File: src/rtl/fix_parser_tag_extract.sv
// fix_parser_tag_extract
// Parses a raw FIX byte stream ("tag=value<SOH>...") and converts each decimal
// tag number to binary. It then pushes the tag into the downstream tag FIFO
// through that FIFO's write handshake. Malformed fields raise a one-cycle
// parse_err_o pulse.
// Optional feature: define FIX_PARSER_CKSUM_EN to verify the FIX checksum field
// (tag 10) against the running mod-256 byte sum. When it is undefined, the
// checksum logic is absent and cksum_ok_o/cksum_err_o are tied low.
module fix_parser_tag_extract #(
  parameter int         DATA_WIDTH = 32,
  parameter int         MAX_DIGITS = 9,
  parameter logic [7:0] SOH_CHAR   = 8'h01,
  parameter int         CNT_WIDTH  = 16
) (
  input  logic                  clk,
  input  logic                  rst,
  input  logic [7:0]            byte_i,
  input  logic                  byte_valid_i,
  output logic                  byte_ready_o,
  input  logic                  fifo_full_i,
  output logic                  tag_wr_cs_o,
  output logic                  tag_wr_en_o,
  output logic [DATA_WIDTH-1:0] tag_data_o,
  output logic                  parse_err_o,
  output logic [CNT_WIDTH-1:0]  tag_cnt_o,
  output logic                  cksum_ok_o,
  output logic                  cksum_err_o
);

  localparam int         DCNT_W  = $clog2(MAX_DIGITS + 1);
  localparam logic [7:0] EQ_CHAR = 8'h3D;

  typedef enum logic [1:0] {S_TAG, S_PUSH, S_VALUE, S_ERR} state_t;

  state_t                state;
  logic [DATA_WIDTH-1:0] acc;
  logic [DCNT_W-1:0]     dcnt;
  logic                  accept;
  logic                  is_digit;
  logic                  wr;

  // One decimal digit step: a*10 + digit, where the digit is the low nibble of an ASCII '0'-'9'.
  function automatic logic [DATA_WIDTH-1:0] dec_step(input logic [DATA_WIDTH-1:0] a,
                                                     input logic [7:0]            b);
    return a * DATA_WIDTH'(10) + DATA_WIDTH'(b[3:0]);
  endfunction

  // No byte is taken while a tag waits for FIFO space, and none is taken during reset.
  assign byte_ready_o = !rst && (state != S_PUSH);
  assign accept       = byte_valid_i && byte_ready_o;
  assign is_digit     = (byte_i >= 8'h30) && (byte_i <= 8'h39);

  // The write is decoded from the live full flag, so a write can never overlap full.
  assign wr          = !rst && (state == S_PUSH) && !fifo_full_i;
  assign tag_wr_cs_o = wr;
  assign tag_wr_en_o = wr;

  // Field parser FSM: decodes the tag, hands it to the FIFO, then skips the value or the bad field.
  always_ff @(posedge clk) begin
    if (rst) begin
      state       <= S_TAG;
      acc         <= '0;
      dcnt        <= '0;
      tag_data_o  <= '0;
      tag_cnt_o   <= '0;
      parse_err_o <= 1'b0;
    end else begin
      parse_err_o <= 1'b0;
      case (state)
        S_TAG: begin
          if (accept) begin
            if (is_digit) begin
              if (dcnt == DCNT_W'(MAX_DIGITS)) begin
                state       <= S_ERR;
                parse_err_o <= 1'b1;
              end else begin
                acc  <= dec_step(acc, byte_i);
                dcnt <= dcnt + 1'b1;
              end
            end else if (byte_i == EQ_CHAR) begin
              if (dcnt != '0) begin
                tag_data_o <= acc;
                state      <= S_PUSH;
              end else begin
                state       <= S_ERR;
                parse_err_o <= 1'b1;
              end
            end else if (byte_i == SOH_CHAR && dcnt == '0) begin
              state <= S_TAG;
            end else begin
              state       <= S_ERR;
              parse_err_o <= 1'b1;
            end
          end
        end
        S_PUSH: begin
          if (!fifo_full_i) begin
            tag_cnt_o <= tag_cnt_o + 1'b1;
            state     <= S_VALUE;
          end
        end
        S_VALUE, S_ERR: begin
          if (accept && byte_i == SOH_CHAR) begin
            state <= S_TAG;
            acc   <= '0;
            dcnt  <= '0;
          end
        end
        default: state <= S_TAG;
      endcase
    end
  end

`ifdef FIX_PARSER_CKSUM_EN
  logic [7:0] sum;
  logic [7:0] snap;
  logic       is_ck;
  logic [9:0] cval;
  logic [2:0] ccnt;
  logic       cbad;

  // Running byte sum, snapshot at each value SOH, and decoding and comparison of the tag-10 value.
  always_ff @(posedge clk) begin
    if (rst) begin
      sum         <= '0;
      snap        <= '0;
      is_ck       <= 1'b0;
      cval        <= '0;
      ccnt        <= '0;
      cbad        <= 1'b0;
      cksum_ok_o  <= 1'b0;
      cksum_err_o <= 1'b0;
    end else begin
      cksum_ok_o  <= 1'b0;
      cksum_err_o <= 1'b0;
      if (accept) begin
        sum <= sum + byte_i;
      end
      if (state == S_TAG && accept && byte_i == EQ_CHAR && dcnt != '0) begin
        is_ck <= (acc == DATA_WIDTH'(10));
        cval  <= '0;
        ccnt  <= '0;
        cbad  <= 1'b0;
      end
      if (state == S_VALUE && accept) begin
        if (byte_i == SOH_CHAR) begin
          if (is_ck) begin
            if (!cbad && ccnt == 3'd3 && cval == {2'b00, snap}) begin
              cksum_ok_o <= 1'b1;
            end else begin
              cksum_err_o <= 1'b1;
            end
            // The checksum field closes the message; start the next sum from zero.
            sum   <= '0;
            is_ck <= 1'b0;
          end else begin
            snap <= sum + byte_i;
          end
        end else if (is_digit && ccnt < 3'd3) begin
          cval <= cval * 10'd10 + {6'd0, byte_i[3:0]};
          ccnt <= ccnt + 1'b1;
        end else begin
          cbad <= 1'b1;
        end
      end
    end
  end
`else
  assign cksum_ok_o  = 1'b0;
  assign cksum_err_o = 1'b0;
`endif

endmodule
File: config.mk
export PLATFORM = sky130hd
export DESIGN_NAME = fix_parser_tag_extract
export DESIGN_NICKNAME = d
export VERILOG_FILES = /design/src/rtl/fix_parser_tag_extract.sv
export SDC_FILE = /design/constraint.sdc
export NUM_CORES = 1
export LEC_CHECK = 0
export ABC_AREA = 1
export CORE_ASPECT_RATIO = 0.8
export CORE_MARGIN = 2
export CORE_UTILIZATION = 45
export CTS_CLUSTER_DIAMETER = 50
export CTS_CLUSTER_SIZE = 24
export DETAILED_ROUTE_END_ITERATION = 10
export GPL_TIMING_DRIVEN = 0
export PLACE_DENSITY = 0.62
export SLEW_MARGIN = 10
export SYNTH_ARGS = -nofsm -noshare
export SYNTH_HDL_FRONTEND = slang
export SYNTH_SLANG_ARGS = --single-unit
File: constraint.sdc
create_clock -name clk -period 6.16 [get_ports clk]
set_input_delay 0.924 -clock clk [delete_from_list [all_inputs] [get_ports clk]]
set_output_delay 0.924 -clock clk [all_outputs]
set_load 0.01 [all_outputs]
# Word level (Yosys, flattened, before mapping)
# Index checks and enable logic that the tools add are counted.
[word_totals] regBits=87 inputBits=12 output_inout_bits=54 elab_cells=72
[op_classes] addsub=3 n_mul=1 n_lt_le_gt_ge=2 n_eq_ne=13 mux=24 bitwise=4 n_reduce_logical=19
[ops] operator="$mux W32" count=4
[ops] operator="$pmux W32 S2" count=1
[ops] operator="$add A32 B4 Y32" count=1
[ops] operator="$mul A32 B3 Y31 const B" count=1
[ops] operator="$add A16 B1 Y16 const B" count=1
[ops] operator="$mux W2" count=8
[ops] operator="$mux W4" count=4
[ops] operator="$ne A2 B2 Y1 const B" count=5
[ops] operator="$reduce_and A5 Y1" count=2
[ops] operator="$eq A8 B1 Y1 const B" count=1
[ops] operator="$eq A8 B6 Y1 const B" count=1
[ops] operator="$ge A8 B6 Y1 const B" count=1
[ops] operator="$le A8 B6 Y1 const B" count=1
[ops] operator="$pmux W4 S2" count=1
[ops] operator="$logic_and A1 B1 Y1" count=7
[ops] operator="$pmux W2 S3" count=1
[ops] operator="$mux W1" count=5
[ops] operator="$add A4 B1 Y4 const B" count=1
[ops] operator="$eq A2 B2 Y1 const B" count=2
[ops] operator="$eq A4 B4 Y1 const B" count=1
[ops] operator="$logic_not A4 Y1" count=1
[ops] operator="$not A1 Y1" count=4
[ops] operator="$reduce_and A4 Y1" count=1
[ops] operator="$reduce_bool A4 Y1" count=1
[ops] operator="other kinds (9)" count=10

# Longest topological paths before layout
# Gate-level depths: netlist (run 1).
[logic_depth] depth_word=7 depth_mapped=21 ltp_nobuf=21

# Least setup slack after synthesis (run 1)
# No wires, ideal clock.
[synth_path] path_kind="register to register" startpoint="reg acc[1]" endpoint="reg acc[22]" setup_time_ps=132 arrival_time_ps=2726 t_required_ps=6028 path_slack_ps=3302 stages_incl_launch_ff=16 path_buffers=0 period_less_slack_ps=2858 cell_sequence="dfxtp_1 ha_1 ha_1 fa_1 nand2_1 inv_1 nand4_1 a21oi_1 nand3_1 nor2_2 nand3_2 nor2_4 nand4_1 or2_0 nand3_1 a21oi_1"
[synth_between] elab_chain_cells=6
[synth_rtl] element="from (decl)" line="36" text="logic [DATA_WIDTH-1:0] acc;"
[synth_rtl] element="from (signal assigned)" line="77" text="acc <= dec_step(acc, byte_i);"
[synth_rtl] element="$mul A32 B3 Y31" line="45" text="return a * DATA_WIDTH'(10) + DATA_WIDTH'(b[3:0]);"
[synth_rtl] element="$add A32 B4 Y32" line="45"
[synth_rtl] element="$mux W32" line="73" text="if (dcnt == DCNT_W'(MAX_DIGITS)) begin"
[synth_rtl] element="$mux W32" line="72" text="if (is_digit) begin"
[synth_rtl] element="$mux W32" line="71" text="if (accept) begin"
[synth_rtl] element="$pmux W32 S2" line="69" text="case (state)"
# Every way passes these cells. The select of a mux whose other input is x is not followed.
# A chain may end at the register's enable or synchronous reset.

# Final worst setup path (run 1)
[layout_path] startpoint="in fifo_full_i" endpoint="out tag_wr_en_o"
[layout_between] elab_chain_cells=2
[layout_rtl] element="from (decl)" line="20" text="input logic fifo_full_i,"
[layout_rtl] element="$logic_not A1 Y1"
[layout_rtl] element="$logic_and A1 B1 Y1" line="54" text="assign wr = !rst && (state == S_PUSH) && !fifo_full_i;"
[layout_rtl] element="to (decl)" line="22" text="output logic tag_wr_en_o,"
# Every way passes these cells.

==> results of run 1 <==
## registers in the layout (all words and copies together), names as in the netlist
name,count
tag_data_o,32
tag_cnt_o,16
dcnt,4
acc,32
parse_err_o,1
state,2
## final cells by class
cell class              count  area share
multi-input cells         834       0.550
flip-flops and latches     87       0.220
repair buffers             62      0.0784
inverters                 146      0.0692
clock buffers              10      0.0302
well taps                 189      0.0299
plain buffers              23      0.0141
clock inverters             6     0.00853
## path summary, 6_finish.rpt
check	from	to	slack, ps	cells after the start
setup / recovery	fifo_full_i	tag_wr_en_o	2790	6
hold / removal	acc[29]$_SDFFE_PP0P_	acc[29]$_SDFFE_PP0P_	490	2
setup reg to reg	acc[1]$_SDFFE_PP0P_	acc[30]$_SDFFE_PP0P_	2840	17
hold reg to reg	acc[29]$_SDFFE_PP0P_	acc[29]$_SDFFE_PP0P_	490	2
## report_power, final
part / total (µW) / switching, µW / internal [µW]
Sequential: 590 / 13.7 / 576
Clock: 567 / 239 / 328
Combinational: 169 / 109 / 60.3
Total: 1330 / 362 / 964
## layout by cell type, fill, tap and decap left out, types with 7 or more instances in the layout
master / count
a21oi_1: 66
clkbuf_1: 15
clkbuf_16: 9
clkdlybuf4s50_1: 62
dfxtp_1: 87
ha_1: 62
inv_1: 140
nand2_1: 302
nand2_2: 21
nand3_1: 79
nand3_2: 7
nand4_1: 19
nor2_1: 150
nor2_2: 16
nor3_1: 11
o21ai_0: 54
## worst register-to-register path, stage by stage, from the launching register on
cell and delay [ps]:
dfxtp_1 460, ha_1 280, ha_1 240, fa_1 560, nand2_1 90, inv_1 60, nand4_1 90, a21oi_1 190
nand3_1 110, nor2_2 170, nand3_2 140, nor2_4 180, nand2_1 100, nor2_1 240, nand2_1 80, nand2_1 60
nand3_1 80, a21oi_1 140
## metal layers
layer | vias to the layer above | share of wire | global-route usage
met1 | 3023 | 0.52 | 0.339
li1 | 3640 | - | -
met2 | 125 | 0.43 | 0.390
met5 | - | 0 | 0
met4 | 0 | 0.013 | 0.0467
met3 | 20 | 0.044 | 0.0416
## cell families after synthesis
group,count (synthesis)
buffers and inverters,169
AND/OR/NAND/NOR,629
other,1
adder cells (fa/ha/maj),64
multiplexers,1
XOR/XNOR,6
flip-flops,87
AO/OA/AOI/OAI,132
## metrics by stage
step | hold WS, ps | util | setup slack [ps] | instance area [µm²]
final | 487 | 0.533 | 2790 | 7920
after global placement | 470 | 0.512 | 2620 | 7610
after detailed placement | 481 | 0.512 | 2590 | 7610
after global routing | 501 | 0.533 | 2550 | 7920
after floorplan | 455 | - | 3300 | 6750
after CTS | 489 | 0.533 | 2790 | 7920
==> flow_metrics.tcl, run 1 <==
set metrics [dict create \
    grt_start_max_net_pins 16 \
    ir_drop_mv 0.136 \
    timing.final.crit_share 0.546 \
    syn_area_per_cell_um2 6.20 \
    fin_tns_setup_ps 0 \
    synthSimpleGateAreaFrac 0.410 \
    routed_wl_um 18300 \
    cts_root_buf "clkbuf_16" \
    path_cells "clkdlybuf4s50_1 > nor2_4 > inv_1 > nor2_1 > buf_4 > clkdlybuf4s50_1" \
    power_density_nw_per_um2 167 \
    max_freq_ghz 0.297 \
    synth-async-reset-ratio 0 \
    crit_type "input port to output port" \
    antenna_cells 0 \
    nFillCells 1565 \
    synth_seq_cells 87 \
    p_total_uw 1330 \
    synth_xor_area_frac 0.00890 \
    synth_fa_ha_area_frac 0.121 \
    status "completed" \
    antenna_found_initial 0 \
    critical_path_buf_inv_count 4 \
    postCtsSetupBuffers 0 \
    drtPass1Iterations 5 \
    multi_input_area_um2 4350 \
    cts-buffers-inserted 9 \
    register_area_um2 1740 \
    yosysWarningCount 0 \
    io_pins 66 \
    drv_cap 0 \
    die_w_um 141 \
    synth_cell_types 45 \
    path_common_cell "clkdlybuf4s50_1" \
    drive_gt1_frac 0.0728 \
    cp-end-kind "output port" \
    synth_common_cells "nand2_1 (302), nor2_1 (150), inv_1 (140)" \
    leakage_uw 0.00382 \
    coreArea_um2 14900 \
    vias 6808 \
    io_buffers 62 \
    grt_pass1_vias 6469 \
    ys_seq_area_frac 0.258 \
    dpl.hpwl_um 15000 \
    yosysMostFrequentCell "nand2_1" \
    htree_num_levels 3 \
    rows 40 \
    overflow 0 \
    die_area_um2 16000 \
    grt_first_pass_wirelength_um 31100 \
    synth-edff-count 0 \
    tritoncts "built" \
    yosys.area.top_type "dfxtp_1" \
    layout.cells.non_filler 1357 \
    area_growth_syn_to_layout_pct 17.3 \
    relSlewSlack 0.595 \
    min_path_type "flip-flop to flip-flop" \
    die_h_um 114 \
    rsz0062_at_grt "false" \
    place.detailed.instances 1341 \
    cts_resized 0 \
    hold_buffers 0 \
    final_hold_viol_count 0 \
    slew_violations 0 \
    start_kind "input port" \
    initial_core_util 0.454 \
    critPathTopFamily "buffers and inverters" \
    ys.flop_type "dfxtp_1" \
    clkSinkCount 87 \
    worstPathArrival_ps 2440 \
    post-route-drc-count 0 \
    nets 1239 \
    setup_violations 0 \
    netlist_area_um2 6750 \
    fin_crit_ps 3370 \
    max_slew.worst_pin.slew_ps 608 \
    slowest_delay_ps 510 \
    place.gp.congestion 0.895 \
    synth_cells 1089 \
    clkSlewWorstSetupHoldPaths_ps 60 \
    drt_iter0_drc 477 \
    grt_usage 0.240 \
    synth_top_family_by_area "simple AND/OR/NAND/NOR gates" \
    synth_compound_area_frac 0.102 \
    clockBufferDepth 2 \
    worstPathMaxFanout 6 \
    critPathSlowestCell "clkdlybuf4s50_1" \
    netlist.area_leader.share 0.258 \
    synthMuxAreaShare 0.00148 \
    clkLatencyLatePin_ps 350 \
    via_per_inst 5.02 \
    synth_area_leaders "dfxtp_1 (26%), nand2_1 (17%), ha_1 (11%)" \
    ant_nets 0 \
    crit_required_ps 5240 \
    fin_skew_ps 10.5 \
    post_drt_wl_per_cell_um 13.5 \
]
No activity file was read; power rests on OpenSTA's default activity.
==> inputs of run 2 (changes only) <==
clock period = 3.35 ns   (was 6.16 ns; I/O delays follow)
==> flow_metrics.tcl, run 2 (synthesis results as in run 1) <==
set metrics [dict create \
    via_per_inst 5.04 \
    cts_root_buf "clkbuf_16" \
    fin_crit_ps 3150 \
    crit_required_ps 3630 \
    relSlewSlack 0.596 \
    power_density_nw_per_um2 306 \
    drv_cap 0 \
    max_slew.worst_pin.slew_ps 606 \
    antenna_cells 0 \
    final_hold_viol_count 0 \
    initial_core_util 0.454 \
    place.gp.congestion 0.895 \
    clockBufferDepth 2 \
    grt_first_pass_wirelength_um 31100 \
    die_w_um 141 \
    status "completed" \
    worstPathArrival_ps 3430 \
    p_total_uw 2440 \
    drt_iter0_drc 513 \
    post-route-drc-count 0 \
    cp-end-kind "flip-flop" \
    ir_drop_mv 0.251 \
    final_common_cell "nand2_1" \
    ant_nets 0 \
    drtPass1Iterations 5 \
    coreArea_um2 14900 \
    layout.cells.non_filler 1358 \
    timing.final.crit_share 0.941 \
    grt_pass1_vias 6469 \
    tritoncts "built" \
    antenna_found_initial 0 \
    register_area_um2 1740 \
    multi_input_area_um2 4400 \
    fin_skew_ps 10.4 \
    slew_violations 0 \
    area_growth_syn_to_layout_pct 18.2 \
    fin_tns_setup_ps 0 \
    biggestRegsByFlops "acc: 32 flops, tag_data_o: 32 flops, tag_cnt_o: 16 flops" \
    die_area_um2 16000 \
    vias 6851 \
    crit_type "flip-flop to flip-flop" \
    htree_num_levels 3 \
    hold_slack_ps 471 \
    placed_area_um2 7610 \
    design_area_um2 7980 \
    overflow 0 \
    worstPathMaxFanout 6 \
    r2r-start "acc[1]$_SDFFE_PP0P_" \
    dpl.hpwl_um 15000 \
    nFillCells 1559 \
    nets 1240 \
    place.detailed.instances 1341 \
    post_drt_wl_per_cell_um 13.5 \
    grt_usage 0.240 \
    max_freq_ghz 0.317 \
    drive_gt1_frac 0.0830 \
    routed_wl_um 18400 \
    rows 40 \
    leakage_uw 0.00383 \
    min_path_type "input port to flip-flop" \
    clkSlewWorstSetupHoldPaths_ps 70 \
    hp-start "rst" \
    setup_violations 0 \
    cts-buffers-inserted 9 \
    final_cell_mix "nand2_1 (301), nor2_1 (147), inv_1 (140), dfxtp_1 (85), nand3_1 (77)" \
    start_kind "flip-flop" \
    rrSetupSlack_ps 200 \
    io_pins 66 \
    clkSinkCount 87 \
    grt_start_max_net_pins 16 \
    clkLatencyLatePin_ps 350 \
    die_h_um 114 \
    io_buffers 62 \
    cp-startpoint "acc[1]$_SDFFE_PP0P_" \
]
## run 2: cell count changes in the layout (fill, tap and decap cells not counted), moves of 2 or more
cell	before	now
nor2_2	16	18
nand3_1	79	77
dfxtp_2	0	2
ha_1	62	60
dfxtp_1	87	85
ha_2	0	2
nor2_1	150	147
## run 2: final cells by class
| type | count | area share |
|---|---|---|
| inverter | 146 | 0.0687 |
| timing repair buffer | 63 | 0.0787 |
| clock buffer | 10 | 0.0300 |
| tap | 189 | 0.0296 |
| clock inverter | 6 | 0.00847 |
| sequential | 87 | 0.219 |
| multi-input combinational | 834 | 0.552 |
| buffer | 23 | 0.0140 |
## run 2: path summary, 6_finish.rpt
path / to / cells past startpoint
setup reg to reg: acc[26]$_SDFFE_PP0P_ / 17
setup / recovery: acc[26]$_SDFFE_PP0P_ / 17
hold / removal: tag_cnt_o[0]$_SDFFE_PP0P_ / 3
hold reg to reg: acc[29]$_SDFFE_PP0P_ / 2
## run 2: metal layers
metal  up-vias  track usage  share of wire
li1       3653            -              -
met1      3042        0.339           0.51
met2       136        0.390           0.43
met3        20       0.0416          0.045
met4         0       0.0467          0.013
met5         -            0              0
## run 2: timing repair
item / CTS / global route
endpoints found under the setup margin: 0 / 11
gates resized for setup: 0 / 14
buffers inserted: 0 / 1
hold buffers: 0 / 0
## run 2: power breakdown
| group | switching [µW] | total [µW] | internal [µW] | leakage [µW] |
|---|---|---|---|---|
| combinational | 201 | 313 | 111 | 0.00298 |
| sequential | 25.3 | 1080 | 1060 | 0.000702 |
| clock | 443 | 1050 | 603 | 0.000145 |
| total | 669 | 2440 | 1770 | 0.00383 |
## run 2: critical path, cell delays in order (launching register included)
cell and delay (ps):
dfxtp_2 360, ha_1 300, ha_2 210, fa_1 570, nand2_1 90, inv_1 50, nand4_1 110, a21oi_2 190
nand3_2 100, nor2_4 150, nand3_4 100, nor2_4 190, nand3_1 130, nor2_2 150, nand2_1 60, nand2_1 60
nand3_1 110, a21oi_1 140
## run 2: stage by stage
step,worst slack [ps],utilization
after floorplan,492,-
after global placement,78.0,0.512
after detailed placement,80.7,0.512
after CTS,27.4,0.533
after global routing,-15.2,0.537
final,198,0.537
==> inputs of run 3 (changes only) <==
CORE_MARGIN = 4   (was 2)
CORE_UTILIZATION = 59   (was 45)
HOLD_SLACK_MARGIN = 0.02   (was default)
PLACE_DENSITY = 0.79   (was 0.62)
==> flow_metrics.tcl, run 3 (synthesis results as in run 1) <==
set metrics [dict create \
    fin_skew_ps 7.51 \
    fin_crit_ps 3200 \
    slowest_delay_ps 590 \
    worstPathArrival_ps 3400 \
    overflow 0 \
    initial_core_util 0.613 \
    crit_type "flip-flop to flip-flop" \
    timing.final.crit_share 0.956 \
    critical_path_buf_inv_count 2 \
    final_common_cell "nand2_1" \
    internal_power_uw 1710 \
    antenna_cells 0 \
    max_freq_ghz 0.312 \
    via_per_inst 5.42 \
    final_cell_mix "nand2_1 (301), nor2_1 (147), inv_1 (140), dfxtp_1 (85), nand3_1 (77)" \
    status "completed" \
    tritoncts "built" \
    die_h_um 104 \
    min_path_type "input port to flip-flop" \
    leakage_uw 0.00384 \
    grt_pass1_vias 6464 \
    max_slew.worst_pin.slew_ps 589 \
    setup_violations 0 \
    routed_wl_um 18300 \
    start_kind "flip-flop" \
    critPathSlowestCell "fa_1" \
    io_buffers 62 \
    die_area_um2 13200 \
    drive_gt1_frac 0.0869 \
    power_density_nw_per_um2 292 \
    hold_slack_ps 474 \
    fin_ws_ps 149 \
    critPathTopFamily "simple AND/OR/NAND/NOR gates" \
    rows 34 \
    fin_tns_setup_ps 0 \
    grt_start_max_net_pins 14 \
    antenna_found_initial 0 \
    die_w_um 128 \
    worstPathMaxFanout 6 \
    clockBufferDepth 2 \
    nets 1245 \
    final_hold_viol_count 0 \
    swShare 0.264 \
    biggestRegsByFlops "acc: 32 flops, tag_data_o: 32 flops, tag_cnt_o: 16 flops" \
    ir_drop_mv 0.294 \
    drv_cap 0 \
    drtPass1Iterations 6 \
    pre_cts_ws_ps 91.6 \
    p_seq_frac 0.466 \
    cts-buffers-inserted 9 \
    vias 7143 \
    grt_usage 0.280 \
    crit_required_ps 3550 \
    place.gp.congestion 0.947 \
    power_frac_clock 0.400 \
    post-route-drc-count 0 \
    hold_buffers 0 \
    grt_first_pass_wirelength_um 30700 \
    drt_iter0_drc 576 \
    switchingPower_uw 614 \
    clkLatencyLatePin_ps 340 \
    htree_num_levels 3 \
    clkSlewWorstSetupHoldPaths_ps 60 \
    clkSinkCount 87 \
    cp-end-kind "flip-flop" \
    comb_power_share 0.134 \
    io_pins 66 \
    coreArea_um2 11000 \
    ant_nets 0 \
    area_growth_syn_to_layout_pct 18.0 \
    post_drt_wl_per_cell_um 13.9 \
    path_cells "ha_1 > ha_2 > fa_1 > nand2_1 > inv_1 > nand4_1 > a21oi_2 > nand3_2 > nor2_4 > nand3_4 > nor2_4 > buf_6 > nand4_1 > or2_0 > nand3_1 > a21oi_1" \
    slew_violations 0 \
    cts_root_buf "clkbuf_16" \
    relSlewSlack 0.607 \
    dpl.hpwl_um 14700 \
]
## run 3: worst min-delay path: stages
cell	delay, ps
buf_4	130
a21oi_1	50
o21a_1	90
## run 3: per-stage QoR
step / std cells / cell area (µm²) / utilization / total power [µW]
after floorplan: 1090 / 6750 / - / 1310
after global placement: 1296 / 7550 / 0.686 / 1410
after detailed placement: 1296 / 7550 / 0.686 / 1410
after CTS: 1312 / 7830 / 0.711 / 2330
after global routing: 1318 / 7970 / 0.723 / 2430
final: 1318 / 7970 / 0.723 / 2330
## run 3: path summary, 6_finish.rpt
check,startpoint,end,slack [ps],depth (start not counted)
max reg2reg,acc[0]$_SDFFE_PP0P_,acc[22]$_SDFFE_PP0P_,150,16
min reg2reg,acc[31]$_SDFFE_PP0P_,acc[31]$_SDFFE_PP0P_,500,2
min,rst,tag_cnt_o[0]$_SDFFE_PP0P_,470,3
max,acc[0]$_SDFFE_PP0P_,acc[22]$_SDFFE_PP0P_,150,16
## run 3: final cells by class
cell class              instances  area [µm²]
clock buffers                  13         260
flip-flops and latches         87        1750
well taps                     144         180
repair buffers                 68         669
inverters                     146         548
clock inverters                 3        17.5
plain buffers                  23         111
fillers                       996        3050
multi-input cells             834        4430
## run 3: power groups by stage
stage               Sequential (µW)  Clock, µW  Combinational (µW)
floorplan                      1100          0                 204
global placement               1110          0                 298
detailed placement             1110          0                 303
CTS                            1080        939                 305
global route                   1090        986                 351
finish                         1090        931                 313
## run 3: what timing repair did
action	in CTS	in global routing
resized for setup	0	20
buffers inserted	0	6
setup endpoints to repair	0	13
## run 3: metal layers
layer / part of all wire / wire [µm] / GRT usage / up-vias
li1: - / - / - / 3654
met1: 0.48 / 8700 / 0.402 / 3234
met2: 0.44 / 8040 / 0.429 / 228
met3: 0.069 / 1270 / 0.0576 / 27
met4: 0.016 / 297 / 0.0727 / 0
met5: 0 / 0 / 0 / -
